$ cat config.mk
export PLATFORM = sky130hd
export DESIGN_NAME = fpmult_normalize_stage_flat
export DESIGN_NICKNAME = d
export VERILOG_FILES = /design/src/rtl/fpmult_normalize_stage_pkg.sv /design/src/rtl/fpmult_normalize_stage_if.sv /design/src/rtl/fpmult_normalize_stage_norm_core.sv /design/src/rtl/fpmult_normalize_stage.sv /design/src/flat_wrapper.sv
export SDC_FILE = /design/constraint.sdc
export NUM_CORES = 1
export LEC_CHECK = 0
export CAP_MARGIN = 20
export CORE_MARGIN = 2
export CORE_UTILIZATION = 51
export DETAILED_ROUTE_END_ITERATION = 7
export PLACE_DENSITY_LB_ADDON = 0.12
export SYNTH_ARGS = -nofsm -noshare
export SYNTH_HDL_FRONTEND = slang
export SYNTH_SLANG_ARGS = --single-unit
$ cat constraint.sdc
create_clock -name clk -period 5 [get_ports clk]
set_input_delay 1 -clock clk [delete_from_list [all_inputs] [get_ports clk]]
set_output_delay 1 -clock clk [all_outputs]
set_load 0.01 [all_outputs]
$ cat src/rtl/fpmult_normalize_stage_pkg.sv
// ============================================================================
//  Module   : fpmult_normalize_stage_pkg
//  Purpose  : Shared constants and types for the FP multiplier normalization
//             stage: exponent bias, exception flag bit positions, skid-buffer
//             state encoding and the registered beat record.
//  Ports    : none (package)
//  Options  : FPMULT_NORM_EXC_EN -- enables the overflow/underflow flags.
//  Revision : 1.0  initial release
// ============================================================================
`default_nettype none

`ifndef MANTISSA
`define MANTISSA 23
`endif
`ifndef EXPONENT
`define EXPONENT 8
`endif
`ifndef DWIDTH
`define DWIDTH 32
`endif

package fpmult_normalize_stage_pkg;

    localparam int c_EXP_BIAS = 127;
    localparam int c_EXC_W    = 5;
    localparam int c_OVF_BIT  = 2;
    localparam int c_UNF_BIT  = 1;

    // Skid buffer occupancy.
    typedef enum logic [1:0] {
        ST_EMPTY = 2'd0,
        ST_ONE   = 2'd1,
        ST_TWO   = 2'd2
    } bufState_t;

    // One normalized beat as held in the head or skid register.
    typedef struct packed {
        logic [`MANTISSA:0]  roundM;
        logic [`MANTISSA:0]  roundMP;
        logic [`EXPONENT:0]  roundE;
        logic [`EXPONENT:0]  roundEP;
        logic                grs;
        logic                sp;
        logic [c_EXC_W-1:0]  exc;
    } normBeat_t;

    // Places the overflow/underflow indications at their flag positions.
    function automatic logic [c_EXC_W-1:0] excFlags(input logic ovf, input logic unf);
        logic [c_EXC_W-1:0] flags;
        flags            = '0;
        flags[c_OVF_BIT] = ovf;
        flags[c_UNF_BIT] = unf;
        return flags;
    endfunction

endpackage : fpmult_normalize_stage_pkg

`default_nettype wire

$ cat src/rtl/fpmult_normalize_stage_if.sv
// ============================================================================
//  Module   : fpmult_normalize_stage_if
//  Purpose  : Bundles the input beat, output beat and both valid/ready
//             handshakes of the normalization stage.
//  Ports    : none; modports
//               master - upstream/downstream environment view
//               slave  - normalization stage view
//  Revision : 1.0  initial release
// ============================================================================
`default_nettype none

interface fpmult_normalize_stage_if;
    import fpmult_normalize_stage_pkg::*;

    // Input side
    logic                         in_valid;
    logic                         in_ready;
    logic [2*(`MANTISSA+1)-1:0]   Prod;
    logic [`EXPONENT-1:0]         Ea;
    logic [`EXPONENT-1:0]         Eb;
    logic                         Sa;
    logic [c_EXC_W-1:0]           InExc;

    // Output side
    logic                         out_valid;
    logic                         out_ready;
    logic [`MANTISSA:0]           RoundM;
    logic [`MANTISSA:0]           RoundMP;
    logic [`EXPONENT:0]           RoundE;
    logic [`EXPONENT:0]           RoundEP;
    logic                         GRS;
    logic                         Sp;
    logic [c_EXC_W-1:0]           OutExc;

    modport master (
        output in_valid, Prod, Ea, Eb, Sa, InExc, out_ready,
        input  in_ready, out_valid, RoundM, RoundMP, RoundE, RoundEP, GRS, Sp, OutExc
    );

    modport slave (
        input  in_valid, Prod, Ea, Eb, Sa, InExc, out_ready,
        output in_ready, out_valid, RoundM, RoundMP, RoundE, RoundEP, GRS, Sp, OutExc
    );

endinterface : fpmult_normalize_stage_if

`default_nettype wire

$ cat src/rtl/fpmult_normalize_stage_norm_core.sv
// ============================================================================
//  Module   : fpmult_norm_core
//  Purpose  : Combinational normalization of the 48-bit mantissa product:
//             selects the 23-bit fraction, forms the round-to-nearest-even
//             decision and the biased result exponent (plain and +1).
//  Ports    : i_prod      48-bit mantissa product (hidden bits included)
//             i_ea/i_eb   biased operand exponents
//             o_roundM    {0, fraction}, o_roundMP = o_roundM + 1
//             o_roundE    normalized exponent, o_roundEP = o_roundE + 1
//             o_grs       round-up decision
//             o_normExc   overflow/underflow flags (zero unless enabled)
//  Options  : FPMULT_NORM_EXC_EN -- computes overflow/underflow flags.
//  Revision : 1.0  initial release
// ============================================================================
`default_nettype none

module fpmult_norm_core
    import fpmult_normalize_stage_pkg::*;
#(
    parameter int EXP_BIAS = c_EXP_BIAS
) (
    input  wire logic [2*(`MANTISSA+1)-1:0] i_prod,
    input  wire logic [`EXPONENT-1:0]       i_ea,
    input  wire logic [`EXPONENT-1:0]       i_eb,
    output logic      [`MANTISSA:0]         o_roundM,
    output logic      [`MANTISSA:0]         o_roundMP,
    output logic      [`EXPONENT:0]         o_roundE,
    output logic      [`EXPONENT:0]         o_roundEP,
    output logic                            o_grs,
    output logic      [c_EXC_W-1:0]         o_normExc
);

    // The sign bit of the exponent is only needed to judge overflow and
    // underflow; without those flags the exponent is carried mod 2^9.
`ifdef FPMULT_NORM_EXC_EN
    localparam int c_E_W = `EXPONENT + 2;
`else
    localparam int c_E_W = `EXPONENT + 1;
`endif

    logic [`MANTISSA-1:0] w_frac;
    logic                 w_guard;
    logic                 w_sticky;
    logic [c_E_W-1:0]     w_eSum;
    logic [c_E_W-1:0]     w_e;

    always_comb begin
        w_eSum = c_E_W'(i_ea) + c_E_W'(i_eb) - c_E_W'(EXP_BIAS);
        if (i_prod[47]) begin
            // Product in [2,4): shift right by one and bump the exponent.
            w_frac   = i_prod[46:24];
            w_guard  = i_prod[23];
            w_sticky = |i_prod[22:0];
            w_e      = w_eSum + c_E_W'(1);
        end else begin
            w_frac   = i_prod[45:23];
            w_guard  = i_prod[22];
            w_sticky = |i_prod[21:0];
            w_e      = w_eSum;
        end
    end

    // Round up when above half, or exactly half with an odd fraction.
    assign o_grs     = w_guard & (w_sticky | w_frac[0]);
    assign o_roundM  = {1'b0, w_frac};
    assign o_roundMP = o_roundM + (`MANTISSA+1)'(1);
    assign o_roundE  = w_e[`EXPONENT:0];
    assign o_roundEP = w_e[`EXPONENT:0] + (`EXPONENT+1)'(1);

`ifdef FPMULT_NORM_EXC_EN
    logic w_ovf;
    logic w_unf;
    assign w_ovf     = $signed(w_e) >= $signed(c_E_W'(255));
    assign w_unf     = $signed(w_e) <= $signed(c_E_W'(0));
    assign o_normExc = excFlags(w_ovf, w_unf);
`else
    assign o_normExc = '0;
`endif

endmodule : fpmult_norm_core

`default_nettype wire

$ cat src/rtl/fpmult_normalize_stage.sv
// ============================================================================
//  Module   : fpmult_normalize_stage
//  Purpose  : Registered normalization stage of the single-precision FP
//             multiplier. Normalizes each accepted beat and holds results in
//             a 2-entry skid buffer so downstream backpressure never drops
//             data. The rounding stage consumes the head entry directly.
//  Ports    : clk   clock
//             rst   synchronous active-high reset (discards buffered beats)
//             bus   fpmult_normalize_stage_if.slave
//                   in_valid/in_ready, Prod, Ea, Eb, Sa, InExc   (input beat)
//                   out_valid/out_ready, RoundM, RoundMP, RoundE, RoundEP,
//                   GRS, Sp, OutExc                               (head beat)
//  Options  : FPMULT_NORM_EXC_EN -- ORs overflow/underflow into OutExc.
//  Revision : 1.0  initial release
// ============================================================================
`default_nettype none

module fpmult_normalize_stage
    import fpmult_normalize_stage_pkg::*;
#(
    parameter int EXP_BIAS = c_EXP_BIAS
) (
    input  wire logic               clk,
    input  wire logic               rst,
    fpmult_normalize_stage_if.slave bus
);

    normBeat_t          w_newBeat;
    logic [c_EXC_W-1:0] w_normExc;

    bufState_t r_state;
    bufState_t w_stateNext;
    normBeat_t r_head;
    normBeat_t r_skid;

    logic w_accept;
    logic w_pop;
    logic w_loadHead;
    logic w_loadSkid;
    logic w_skidToHead;

    fpmult_norm_core #(
        .EXP_BIAS (EXP_BIAS)
    ) u_core (
        .i_prod    (bus.Prod),
        .i_ea      (bus.Ea),
        .i_eb      (bus.Eb),
        .o_roundM  (w_newBeat.roundM),
        .o_roundMP (w_newBeat.roundMP),
        .o_roundE  (w_newBeat.roundE),
        .o_roundEP (w_newBeat.roundEP),
        .o_grs     (w_newBeat.grs),
        .o_normExc (w_normExc)
    );

    assign w_newBeat.sp  = bus.Sa;
    assign w_newBeat.exc = bus.InExc | w_normExc;

    // Handshake
    assign bus.in_ready  = (r_state != ST_TWO);
    assign bus.out_valid = (r_state != ST_EMPTY);
    assign w_accept      = bus.in_valid  & bus.in_ready;
    assign w_pop         = bus.out_valid & bus.out_ready;

    // Next-state and register load selects
    always_comb begin
        w_stateNext  = r_state;
        w_loadHead   = 1'b0;
        w_loadSkid   = 1'b0;
        w_skidToHead = 1'b0;
        case (r_state)
            ST_EMPTY: begin
                if (w_accept) begin
                    w_stateNext = ST_ONE;
                    w_loadHead  = 1'b1;
                end
            end
            ST_ONE: begin
                if (w_accept && w_pop) begin
                    // Head leaves and is replaced by the incoming beat.
                    w_loadHead = 1'b1;
                end else if (w_accept) begin
                    w_stateNext = ST_TWO;
                    w_loadSkid  = 1'b1;
                end else if (w_pop) begin
                    w_stateNext = ST_EMPTY;
                end
            end
            ST_TWO: begin
                // in_ready is low here, so only a pop can happen.
                if (w_pop) begin
                    w_stateNext  = ST_ONE;
                    w_skidToHead = 1'b1;
                end
            end
            default: begin
                w_stateNext = ST_EMPTY;
            end
        endcase
    end

    always_ff @(posedge clk) begin
        if (rst) begin
            r_state <= ST_EMPTY;
            r_head  <= '0;
            r_skid  <= '0;
        end else begin
            r_state <= w_stateNext;
            if (w_loadHead) begin
                r_head <= w_newBeat;
            end else if (w_skidToHead) begin
                r_head <= r_skid;
            end
            if (w_loadSkid) begin
                r_skid <= w_newBeat;
            end
        end
    end

    // The rounding stage sees the head entry.
    assign bus.RoundM  = r_head.roundM;
    assign bus.RoundMP = r_head.roundMP;
    assign bus.RoundE  = r_head.roundE;
    assign bus.RoundEP = r_head.roundEP;
    assign bus.GRS     = r_head.grs;
    assign bus.Sp      = r_head.sp;
    assign bus.OutExc  = r_head.exc;

endmodule : fpmult_normalize_stage

`default_nettype wire

$ cat src/flat_wrapper.sv
// flat-port wrapper written by rule: the top's interface ports become plain ports
module fpmult_normalize_stage_flat import fpmult_normalize_stage_pkg::*;
#(
    parameter int EXP_BIAS = c_EXP_BIAS
)
  (clk, rst, bus_in_valid, bus_Prod, bus_Ea, bus_Eb, bus_Sa, bus_InExc, bus_out_ready, bus_in_ready, bus_out_valid, bus_RoundM, bus_RoundMP, bus_RoundE, bus_RoundEP, bus_GRS, bus_Sp, bus_OutExc);
  fpmult_normalize_stage_if bus_i ();
  input  wire logic clk;
  input  wire logic rst;
  input wire logic [$bits(bus_i.in_valid)-1:0] bus_in_valid;
  input wire logic [$bits(bus_i.Prod)-1:0] bus_Prod;
  input wire logic [$bits(bus_i.Ea)-1:0] bus_Ea;
  input wire logic [$bits(bus_i.Eb)-1:0] bus_Eb;
  input wire logic [$bits(bus_i.Sa)-1:0] bus_Sa;
  input wire logic [$bits(bus_i.InExc)-1:0] bus_InExc;
  input wire logic [$bits(bus_i.out_ready)-1:0] bus_out_ready;
  output wire logic [$bits(bus_i.in_ready)-1:0] bus_in_ready;
  output wire logic [$bits(bus_i.out_valid)-1:0] bus_out_valid;
  output wire logic [$bits(bus_i.RoundM)-1:0] bus_RoundM;
  output wire logic [$bits(bus_i.RoundMP)-1:0] bus_RoundMP;
  output wire logic [$bits(bus_i.RoundE)-1:0] bus_RoundE;
  output wire logic [$bits(bus_i.RoundEP)-1:0] bus_RoundEP;
  output wire logic [$bits(bus_i.GRS)-1:0] bus_GRS;
  output wire logic [$bits(bus_i.Sp)-1:0] bus_Sp;
  output wire logic [$bits(bus_i.OutExc)-1:0] bus_OutExc;
  assign bus_i.in_valid = bus_in_valid;
  assign bus_i.Prod = bus_Prod;
  assign bus_i.Ea = bus_Ea;
  assign bus_i.Eb = bus_Eb;
  assign bus_i.Sa = bus_Sa;
  assign bus_i.InExc = bus_InExc;
  assign bus_i.out_ready = bus_out_ready;
  assign bus_in_ready = bus_i.in_ready;
  assign bus_out_valid = bus_i.out_valid;
  assign bus_RoundM = bus_i.RoundM;
  assign bus_RoundMP = bus_i.RoundMP;
  assign bus_RoundE = bus_i.RoundE;
  assign bus_RoundEP = bus_i.RoundEP;
  assign bus_GRS = bus_i.GRS;
  assign bus_Sp = bus_i.Sp;
  assign bus_OutExc = bus_i.OutExc;
  fpmult_normalize_stage #(.EXP_BIAS(EXP_BIAS)) u_core (.clk(clk), .rst(rst), .bus(bus_i));
endmodule
==> impl_metrics.csv, run 1 <==
group,metric,value,unit
clock_tree,cts_tree,"built",
route,drc,0,
critical_path,cp_common_cell,"ha_1",
placement,dpl.hpwl,11780,um
timing,worst_pin_slew,1.010,ns
critical_path,critPathCaptureType,"flop",
yosys,syn_nets,957,
grt,track_usage,25.32,%
clock_tree,cts_hold_buf,0,
timing,fin_tns_setup,0,ns
critical_path,worstSetupStartpointType,"input pin",
finish,stdcell_area,0.009085,mm2
floorplanning,die_h,121.1,um
yosys,yosys-top-cells-area,"dfxtp_1, nand2_1, nor2_1, a21oi_1, a22oi_1",
finish,layout.nets,1069,
timing,slew_headroom,32.66,%
power,vdd_drop_max,271.6,uV
route,drtPass1Iterations,4,
critical_path,r2r_end,"u_core.bus.RoundE[3]",
critical_path,timing.rr.start,"u_core.r_state[1]",
placement,globalplace.congestion,0.8421,
yosys,synthAdderAreaFrac,3.508,%
critical_path,path_max_fanout,5,
yosys,synth_seq_cells,146,
route,drtAntennaViolNets,0,
route,drt-total-wl,18330,um
finish,fill_cells,1117,
yosys,synthMuxAreaShare,2.631,%
critical_path,ff2ff_setup_slack,2.57,ns
critical_path,critical_path.max_stage_delay,0.42,ns
timing,worst_hold_slack,0.4523,ns
grt,grt_first_pass_wirelength,29560,um
floorplanning,dieWidth,121.1,um
clock_tree,cts_made_buffers,17,
timing,fin_skew,0.006673,ns
yosys,synth_most_common_cell,"dfxtp_1",
clock_tree,clock_latency,0.42,ns
grt,grt_max_degree,98,
hold_path,min_path_cells,2,
timing,period_share,76.20,%
clock_tree,cts_root_buffer,"clkbuf_16",
timing,slew_violations,0,
power,p_leak,3.307,nW
yosys,synth_area_leader_cell,"dfxtp_1",
yosys,ys.flop_type,"dfxtp_1",
yosys,synth-seq-area-share,41.80,%
critical_path,worstPathRequired,5.30,ns
floorplanning,rows,42,
critical_path,path_cells,"clkdlybuf4s50_1 -> ha_1 -> ha_1 -> fa_1 -> a211oi_1 -> nor2_1 -> o211ai_1 -> nand4_1 -> xnor2_2 -> a2111oi_0",
power,total_power,3.168,mW
critical_path,crit_buf_inv,1,
route,routedWlPerCell,15.74,um
timing,hold_viol,0,
timing,fmaxAchievable,262.5,MHz
floorplanning,core_area,0.01330,mm2
yosys,async_flop_share,0,%
critical_path,worst_ep_arrival_time,4.11,ns
yosys,yosys.area_share.simple,22.14,%
yosys,synth_top_family_by_area,"simple AND/OR/NAND/NOR gates",
yosys,synth_compound_area_share,20.56,%
hold_path,worstHoldStart,"u_core.r_skid[1]",
critical_path,crit_path_top_delay_cell,"o211ai_1",
yosys,yosys_warnings,0,
clock_tree,postCtsResizedCells,0,
floorplanning,die_area,0.01466,mm2
placement,placed_cell_area,0.008497,mm2
yosys,synth_edf_count,0,
clock_tree,cts_setup_buffers,0,
timing,rsz0062_at_grt,"no",
critical_path,path_class,"input pin to flop",
hold_path,worst_hold_path.endpoint,"u_core.r_skid[1]",
clock_tree,cts_sinks,146,
finish,diodes,0,
critical_path,worstSetupStartpoint,"bus_Eb[1]",
critical_path,reg2reg_depth,5,
finish,drive_above_1_share,5.769,%
outcome,status,"complete, no violations",
timing,fin_crit,3.810,ns
timing,finalSetupViolCount,0,
yosys,synth_common_cells,"dfxtp_1, nand2_1, nor2_1",
route,dr.first_iter.drc_count,462,
clock_tree,clk_transition_reported_paths,0.06,ns
floorplanning,ioPinCount,149,
grt,grt_pass1_vias,6074,
route,viasPerCell,5.619,
yosys,syn_area,0.006992,mm2
yosys,synth-xor-area-share,4.993,%
yosys,synth_top_cell_area_share,41.80,%
hold_path,hold_path_class,"flop to flop",
power,power.density,348.7,mW/mm2
grt,antenna_found_initial,0,
finish,syn2layout_area_growth,29.94,%
floorplanning,floorplan.initialDensity,52.59,%
clock_tree,cts_max_level,4,
grt,gr-total-overflow,0,
yosys,synth.distinct_cells,56,
clock_tree,clockBufferDepth,2,
job,drv_cap,0,
placement,portBuffers,147,
yosys,syn-mean-instance-area,8.092,um2
route,vias,6540,
yosys,syn-instance-count,864,
critical_path,crit_family,"compound AO/OA/AOI/OAI gates",
power breakdown:
group	switching (mW)	total [mW]	leakage (nW)	internal [mW]
Clock	0.497	1.26	0.289	0.759
Sequential	0.0420	1.28	1.19	1.24
Combinational	0.338	0.632	1.82	0.294
layout make-up:
type | instances | area [um2] | area share (%)
Clock inverter | 12 | 135.1 | 1.487
Inverter | 12 | 45.04 | 0.4958
Sequential cell | 146 | 2923 | 32.17
Timing Repair Buffer | 156 | 1531 | 16.86
Tap cell | 176 | 220.2 | 2.424
Multi-Input combinational cell | 643 | 3777 | 41.58
Clock buffer | 19 | 452.9 | 4.986
layout by cell type (no fill, tap or decap), drive strengths merged, types with 11 or more instances in the layout:
| cell type | Yosys | layout |
|---|---|---|
| inv | 12 | 12 |
| a22oi | 35 | 35 |
| dfxtp | 146 | 146 |
| nor4 | 12 | 12 |
| nor2b | 11 | 11 |
| mux2i | 15 | 15 |
| xor2 | 14 | 14 |
| nor2 | 134 | 134 |
| buf | 13 | 11 |
| a221oi | 23 | 23 |
| xnor2 | 25 | 25 |
| clkdlybuf4s50 | 0 | 145 |
| nand2 | 137 | 137 |
| a211oi | 30 | 30 |
| nor3 | 13 | 13 |
| clkbuf | 50 | 19 |
| a2111oi | 11 | 11 |
| ha | 18 | 18 |
| a21oi | 85 | 85 |
flip-flops by register name, indices dropped and copies added, names as in the netlist:
name and flops:
u_core.bus.OutExc 5, u_core.bus.RoundEP 9, u_core.r_skid 72, u_core.bus.Sp 1
u_core.bus.GRS 1, u_core.r_state 2, u_core.bus.RoundMP 24, u_core.bus.RoundE 9
u_core.bus.RoundM 23
worst min-delay path, delay by kind of cell (launching register included):
family,cells,cell delay [ns]
AO/OA/AOI/OAI,1,0.05
AND/OR/NAND/NOR,1,0.05
flip-flops,1,0.30
cells by family (layout without fill, tap and decap cells):
group,after synthesis,in the layout
XOR/XNOR,39,39
AND/OR/NAND/NOR,353,353
AO/OA/AOI/OAI,213,213
multiplexers,18,18
other,1,1
buffers and inverters,75,199
flip-flops,146,146
adder cells (fa/ha/maj),19,19
metal layers:
metal  vias up  wire length [um]  track usage, %  part of all wire, %
li1       3266                 -               -                    -
met3        19              1359           6.015                  7.4
met5         -                 0               0                    0
met4         0               227           7.413                  1.2
met2       229              8325           40.20                   45
met1      3026              8412           34.28                   46
how the worst max path moves through the flow:
| stage | to | slack (ns) | cells after the start |
|---|---|---|---|
| 2_1_floorplan | u_core.bus.RoundMP[16] | 1.15 | 14 |
| 3_3_place_gp | u_core.bus.RoundE[8] | 0.87 | 10 |
| 3_5_place_dp | u_core.bus.RoundE[8] | 0.77 | 10 |
| 4_1_cts | u_core.r_skid[15] | 1.20 | 11 |
| 5_1_grt | u_core.bus.RoundE[8] | 0.97 | 10 |
| 6_report | u_core.bus.RoundE[8] | 1.19 | 10 |
stage by stage:
step | utilization, % | std cells | worst slack (ns)
after global placement | 63.91 | 1133 | 0.8692
after CTS | 68.33 | 1164 | 1.204
after floorplan | - | 864 | 1.153
final | 68.33 | 1164 | 1.190
after global routing | 68.33 | 1164 | 0.9658
after detailed placement | 63.91 | 1133 | 0.7666
No activity file was read; power rests on OpenSTA's default activity.
==> run 2: changes to the inputs <==
==> constraint.sdc (replaced) <==
create_clock -name clk -period 3.6 [get_ports clk]
set_input_delay 0.72 -clock clk [delete_from_list [all_inputs] [get_ports clk]]
set_output_delay 0.72 -clock clk [all_outputs]
set_load 0.01 [all_outputs]
==> run 2 against run 1 <==
Against the previous run:
- global-route usage grew 0.67 points
- non-clock buffer count is 25 higher
- critical path depth is the same
- critical endpoint unchanged
==> impl_metrics.csv, run 2 (synthesized netlist as in run 1, its figures left out) <==
group,metric,value,unit
finish,most-common-layout-cells,"dfxtp_1, clkdlybuf4s50_1, nand2_1",
placement,globalplace.congestion,0.8517,
floorplanning,die_area,0.01466,mm2
timing,period_share,93.95,%
placement,placed_cell_area,0.008710,mm2
clock_tree,postCtsResizedCells,0,
clock_tree,cts_hold_buf,0,
clock_tree,clk_transition_reported_paths,0.06,ns
finish,largest_reg_flops,72,
finish,drive_above_1_share,8.185,%
power,vdd_drop_max,337.5,uV
timing,worst_pin_slew,0.8087,ns
hold_path,min_path_cells,2,
floorplanning,core_area,0.01330,mm2
clock_tree,clockBufferDepth,2,
route,viasPerCell,5.679,
finish,diodes,0,
timing,worst_hold_slack,0.4517,ns
clock_tree,cts_made_buffers,17,
critical_path,path_max_fanout,3,
finish,fin_util,70.19,%
clock_tree,cts_max_level,4,
critical_path,worstSetupStartpointType,"input pin",
timing,finalWorstSetupSlack,0.2177,ns
power,p_leak,3.449,nW
route,drtPass1Iterations,5,
placement,portBuffers,147,
critical_path,worstPathRequired,3.89,ns
timing,fmaxAchievable,295.7,MHz
floorplanning,ioPinCount,149,
job,drv_cap,0,
finish,syn2layout_area_growth,33.46,%
finish,fill_cells,1112,
timing,rsz0062_at_grt,"no",
route,vias,6758,
grt,track_usage,26.00,%
critical_path,worst_ep_arrival_time,3.68,ns
critical_path,timing.rr.start,"u_core.r_state[1]",
finish,largest_register,"u_core.r_skid",
floorplanning,dieWidth,121.1,um
grt,grt_pass1_vias,6318,
timing,slew_violations,0,
placement,place_ws,-0.2033,ns
floorplanning,die_h,121.1,um
route,drc,0,
floorplanning,floorplan.initialDensity,52.59,%
grt,gr-total-overflow,0,
floorplanning,rows,42,
hold_path,hold_path_class,"flop to flop",
hold_path,worstHoldStart,"u_core.bus.OutExc[3]",
hold_path,worst_hold_path.endpoint,"u_core.bus.OutExc[3]",
grt,grt_max_degree,98,
clock_tree,cts_tree,"built",
power,power.density,488.3,mW/mm2
clock_tree,cts_setup_buffers,0,
timing,hold_viol,0,
timing,finalSetupViolCount,0,
outcome,status,"complete, no violations",
route,drtAntennaViolNets,0,
finish,final_common_cell,"dfxtp_1",
route,dr.first_iter.drc_count,358,
clock_tree,cts_root_buffer,"clkbuf_16",
clock_tree,clock_latency,0.42,ns
route,routedWlPerCell,16.02,um
grt,grt_first_pass_wirelength,30530,um
critical_path,worstSetupStartpoint,"bus_Eb[1]",
finish,layout.nets,1094,
timing,fin_skew,0.007005,ns
grt,antenna_found_initial,0,
critical_path,critPathCaptureType,"flop",
critical_path,r2r_end,"u_core.bus.RoundE[7]",
timing,slew_headroom,46.09,%
timing,fin_crit,3.382,ns
clock_tree,cts_sinks,146,
critical_path,path_class,"input pin to flop",
critical_path,reg2reg_depth,7,
placement,dpl.hpwl,12570,um
finish,stdcell_area,0.009331,mm2
critical_path,ff2ff_setup_slack,1.52,ns
route,drt-total-wl,19070,um
run 2: cell types whose count changed in the layout (fill, tap and decap cells not counted):
cell / previous run / this run
clkbuf_8: 2 / 3
buf_4: 10 / 33
bufinv_16: 2 / 3
clkinv_4: 6 / 3
buf_12: 0 / 2
inv_6: 0 / 1
clkinvlp_4: 1 / 2
run 2: worst max-delay path: stages:
cell and delay [ns]:
clkdlybuf4s50_1 0.41, ha_1 0.30, ha_1 0.23, fa_1 0.38, a211oi_1 0.37, nor2_1 0.15
a2111oi_2 0.30, nand4_1 0.20, xnor2_2 0.20, a2111oi_0 0.42
run 2: power breakdown:
part	leakage [nW]	internal, mW	switching [mW]
combinational	1.95	0.459	0.485
sequential	1.19	1.72	0.0598
clock	0.302	1.15	0.690
run 2: worst max path at each step:
stage	slack [ns]	end	cells past startpoint
CTS	0.24	u_core.bus.RoundE[8]	10
finish	0.22	u_core.bus.RoundE[8]	10
global route	0.07	u_core.bus.RoundE[8]	10
global placement	-0.05	u_core.r_skid[24]	12
floorplan	0.03	u_core.bus.RoundMP[16]	14
detailed placement	-0.20	u_core.bus.RoundE[8]	10
run 2: layer usage:
layer | track usage (%) | vias to the layer above | share of wire [%]
met2 | 41.43 | 237 | 46
met3 | 5.169 | 28 | 6.4
li1 | - | 3317 | -
met1 | 35.34 | 3176 | 46
met4 | 8.430 | 0 | 1.5
met5 | 0 | - | 0
run 2: layout make-up:
| type | instances | area [um2] | area share, % |
|---|---|---|---|
| sequential | 146 | 2923 | 31.32 |
| clock inverter | 12 | 155.1 | 1.663 |
| multi-input combinational | 643 | 3777 | 40.48 |
| timing repair buffer | 181 | 1744 | 18.69 |
| clock buffer | 20 | 466.7 | 5.001 |
| inverter | 12 | 45.04 | 0.4827 |
| tap | 176 | 220.2 | 2.360 |
run 2: through the flow:
stage | total power, mW | instances | TNS, ns
global placement | 2.736 | 1158 | -0.1819
detailed placement | 2.745 | 1158 | -0.8106
global route | 4.742 | 1190 | 0
CTS | 4.573 | 1190 | 0
finish | 4.557 | 1190 | 0
floorplan | 2.322 | 864 | 0
==> run 3: changes to the inputs <==
--- a/config.mk
+++ b/config.mk
@@ -7,9 +7,12 @@
 export LEC_CHECK = 0
 export CAP_MARGIN = 20
 export CORE_MARGIN = 2
-export CORE_UTILIZATION = 51
+export CORE_UTILIZATION = 55
 export DETAILED_ROUTE_END_ITERATION = 7
+export DONT_BUFFER_PORTS = 1
+export GPL_TIMING_DRIVEN = 0
 export PLACE_DENSITY_LB_ADDON = 0.12
 export SYNTH_ARGS = -nofsm -noshare
 export SYNTH_HDL_FRONTEND = slang
 export SYNTH_SLANG_ARGS = --single-unit
+export TNS_END_PERCENT = 1
==> run 3 against run 2 <==
Against the previous run:
- global-route usage increased by 5.5 points
- critical path depth increased by 3
- wire length increased by 11%
- utilization decreased by 7.4 points
- critical path type unchanged
- combinational power decreased by 30%
- sequential share of layout area increased by 5.9 points
- worst hold slack got worse by 0.087 ns
==> impl_metrics.csv, run 3 (synthesized netlist as in run 1, its figures left out) <==
group,metric,value,unit
critical_path,worst_ep_arrival_time,3.64,ns
clock_tree,cts_max_level,4,
timing,fin_skew,0.008113,ns
grt,grt_max_degree,20,
placement,place_ws,-0.8059,ns
finish,final_common_cell,"dfxtp_1",
finish,drive_above_1_share,5.587,%
outcome,status,"complete, no violations",
timing,worst_hold_slack,0.3651,ns
floorplanning,rows,41,
grt,grt_first_pass_wirelength,32400,um
clock_tree,clk_transition_reported_paths,0.06,ns
grt,track_usage,31.51,%
timing,finalSetupViolCount,0,
timing,slew_headroom,43.23,%
timing,period_share,91.78,%
job,drv_cap,0,
floorplanning,dieWidth,116.8,um
clock_tree,cts_sinks,146,
finish,syn2layout_area_growth,12.46,%
floorplanning,die_area,0.01363,mm2
floorplanning,core_area,0.01252,mm2
critical_path,ff2ff_setup_slack,0.93,ns
hold_path,min_path_cells,1,
critical_path,reg2reg_depth,7,
floorplanning,die_h,116.8,um
hold_path,worst_hold_path.endpoint,"u_core.r_state[1]",
route,drtAntennaViolNets,0,
route,drt-total-wl,21170,um
timing,rsz0062_at_grt,"no",
critical_path,timing.rr.start,"u_core.r_state[1]",
clock_tree,cts_tree,"built",
finish,layout.nets,975,
clock_tree,cts_hold_buf,0,
clock_tree,cts_root_buffer,"clkbuf_16",
hold_path,worstHoldStart,"bus_out_ready",
finish,largest_reg_flops,72,
route,drc,0,
route,vias,6480,
critical_path,path_max_fanout,25,
clock_tree,clockBufferDepth,2,
timing,worst_pin_slew,0.8398,ns
timing,fin_crit,3.304,ns
critical_path,r2r_end,"u_core.bus.RoundMP[20]",
timing,hold_viol,0,
grt,grt_pass1_vias,6205,
finish,most-common-layout-cells,"dfxtp_1, nand2_1, nor2_1",
placement,portBuffers,0,
finish,multiInputGateArea,0.003780,mm2
power,power.density,558.9,mW/mm2
route,routedWlPerCell,19.84,um
route,viasPerCell,6.073,
critical_path,worstSetupStartpointType,"input pin",
finish,largest_register,"u_core.r_skid",
floorplanning,ioPinCount,149,
placement,globalplace.congestion,0.8934,
clock_tree,clock_latency,0.43,ns
placement,dpl.hpwl,15570,um
finish,diodes,0,
clock_tree,cts_made_buffers,17,
power,vdd_drop_max,283.8,uV
grt,gr-total-overflow,0,
critical_path,critPathCaptureType,"flop",
critical_path,worstPathRequired,3.93,ns
timing,fmaxAchievable,302.7,MHz
hold_path,hold_path_class,"input pin to flop",
critical_path,path_class,"input pin to flop",
power,p_leak,2.821,nW
timing,finalWorstSetupSlack,0.2961,ns
finish,regArea,0.002923,mm2
floorplanning,floorplan.initialDensity,55.86,%
route,dr.first_iter.drc_count,516,
grt,antenna_found_initial,0,
finish,fill_cells,1128,
timing,slew_violations,0,
route,drtPass1Iterations,5,
-- run 3: timing repair --
item,4_1_cts,5_1_grt
cloned,0,0
resized for setup,3,0
setup endpoints to repair,12,2
buffers inserted,0,1
pin swaps,0,1
-- run 3: worst max-delay path, stage by stage --
cell       delay [ns]
buf_6            0.21
buf_4            0.27
buf_4            0.26
nand2_1          0.10
nand2_1          0.19
ha_1             0.22
nand2_1          0.12
a2111oi_4        0.36
and4bb_2         0.36
nand3_1          0.13
xnor2_1          0.15
mux2i_1          0.17
a2111oi_2        0.37
-- run 3: power breakdown --
group          switching, mW  leakage (nW)  internal, mW  total [mW]
Clock                  0.728         0.304          1.19        1.92
Sequential             0.103          1.19          1.72        1.82
Combinational          0.420          1.32         0.238       0.658
-- run 3: metal layers --
| metal | share of wire (%) | global-route usage, % | wire, um | vias up |
|---|---|---|---|---|
| li1 | - | - | - | 3081 |
| met1 | 39 | 36.57 | 8317 | 3039 |
| met2 | 47 | 51.83 | 9847 | 301 |
| met3 | 9.9 | 10.33 | 2104 | 59 |
| met4 | 4.2 | 16.55 | 895 | 0 |
| met5 | 0 | 0 | 0 | - |
-- run 3: worst max path at each step --
stage,slack (ns),from,endpoint,depth (start not counted)
after global routing,0.06,bus_Prod[47],u_core.bus.RoundMP[16],13
final,0.30,bus_Prod[47],u_core.bus.RoundMP[16],13
after floorplan,0.03,bus_Prod[47],u_core.bus.RoundMP[16],14
after global placement,-0.77,bus_Prod[47],u_core.bus.RoundMP[16],15
after detailed placement,-0.81,bus_Prod[47],u_core.bus.RoundMP[16],15
after CTS,0.16,bus_Prod[47],u_core.bus.RoundMP[16],14
-- run 3: final cells by class --
| type | instances | area share [%] |
|---|---|---|
| inverters | 12 | 0.5729 |
| clock inverters | 14 | 2.594 |
| repair buffers | 1 | 0.09548 |
| well taps | 172 | 2.737 |
| flip-flops and latches | 146 | 37.17 |
| clock buffers | 18 | 5.586 |
| plain buffers | 61 | 3.167 |
| multi-input cells | 643 | 48.07 |
-- run 3: stage by stage --
step           cell area (um2)  total power [mW]  utilization [%]  instances  setup TNS [ns]
6_report                  7863             4.394            62.81       1067               0
5_1_grt                   7863             4.552            62.81       1067               0
4_1_cts                   7863             4.398            62.81       1067               0
3_5_place_dp              7207             2.501            57.58       1036          -8.677
3_3_place_gp              7207             2.481            57.58       1036          -7.618
2_1_floorplan             6992             2.322                -        864               0
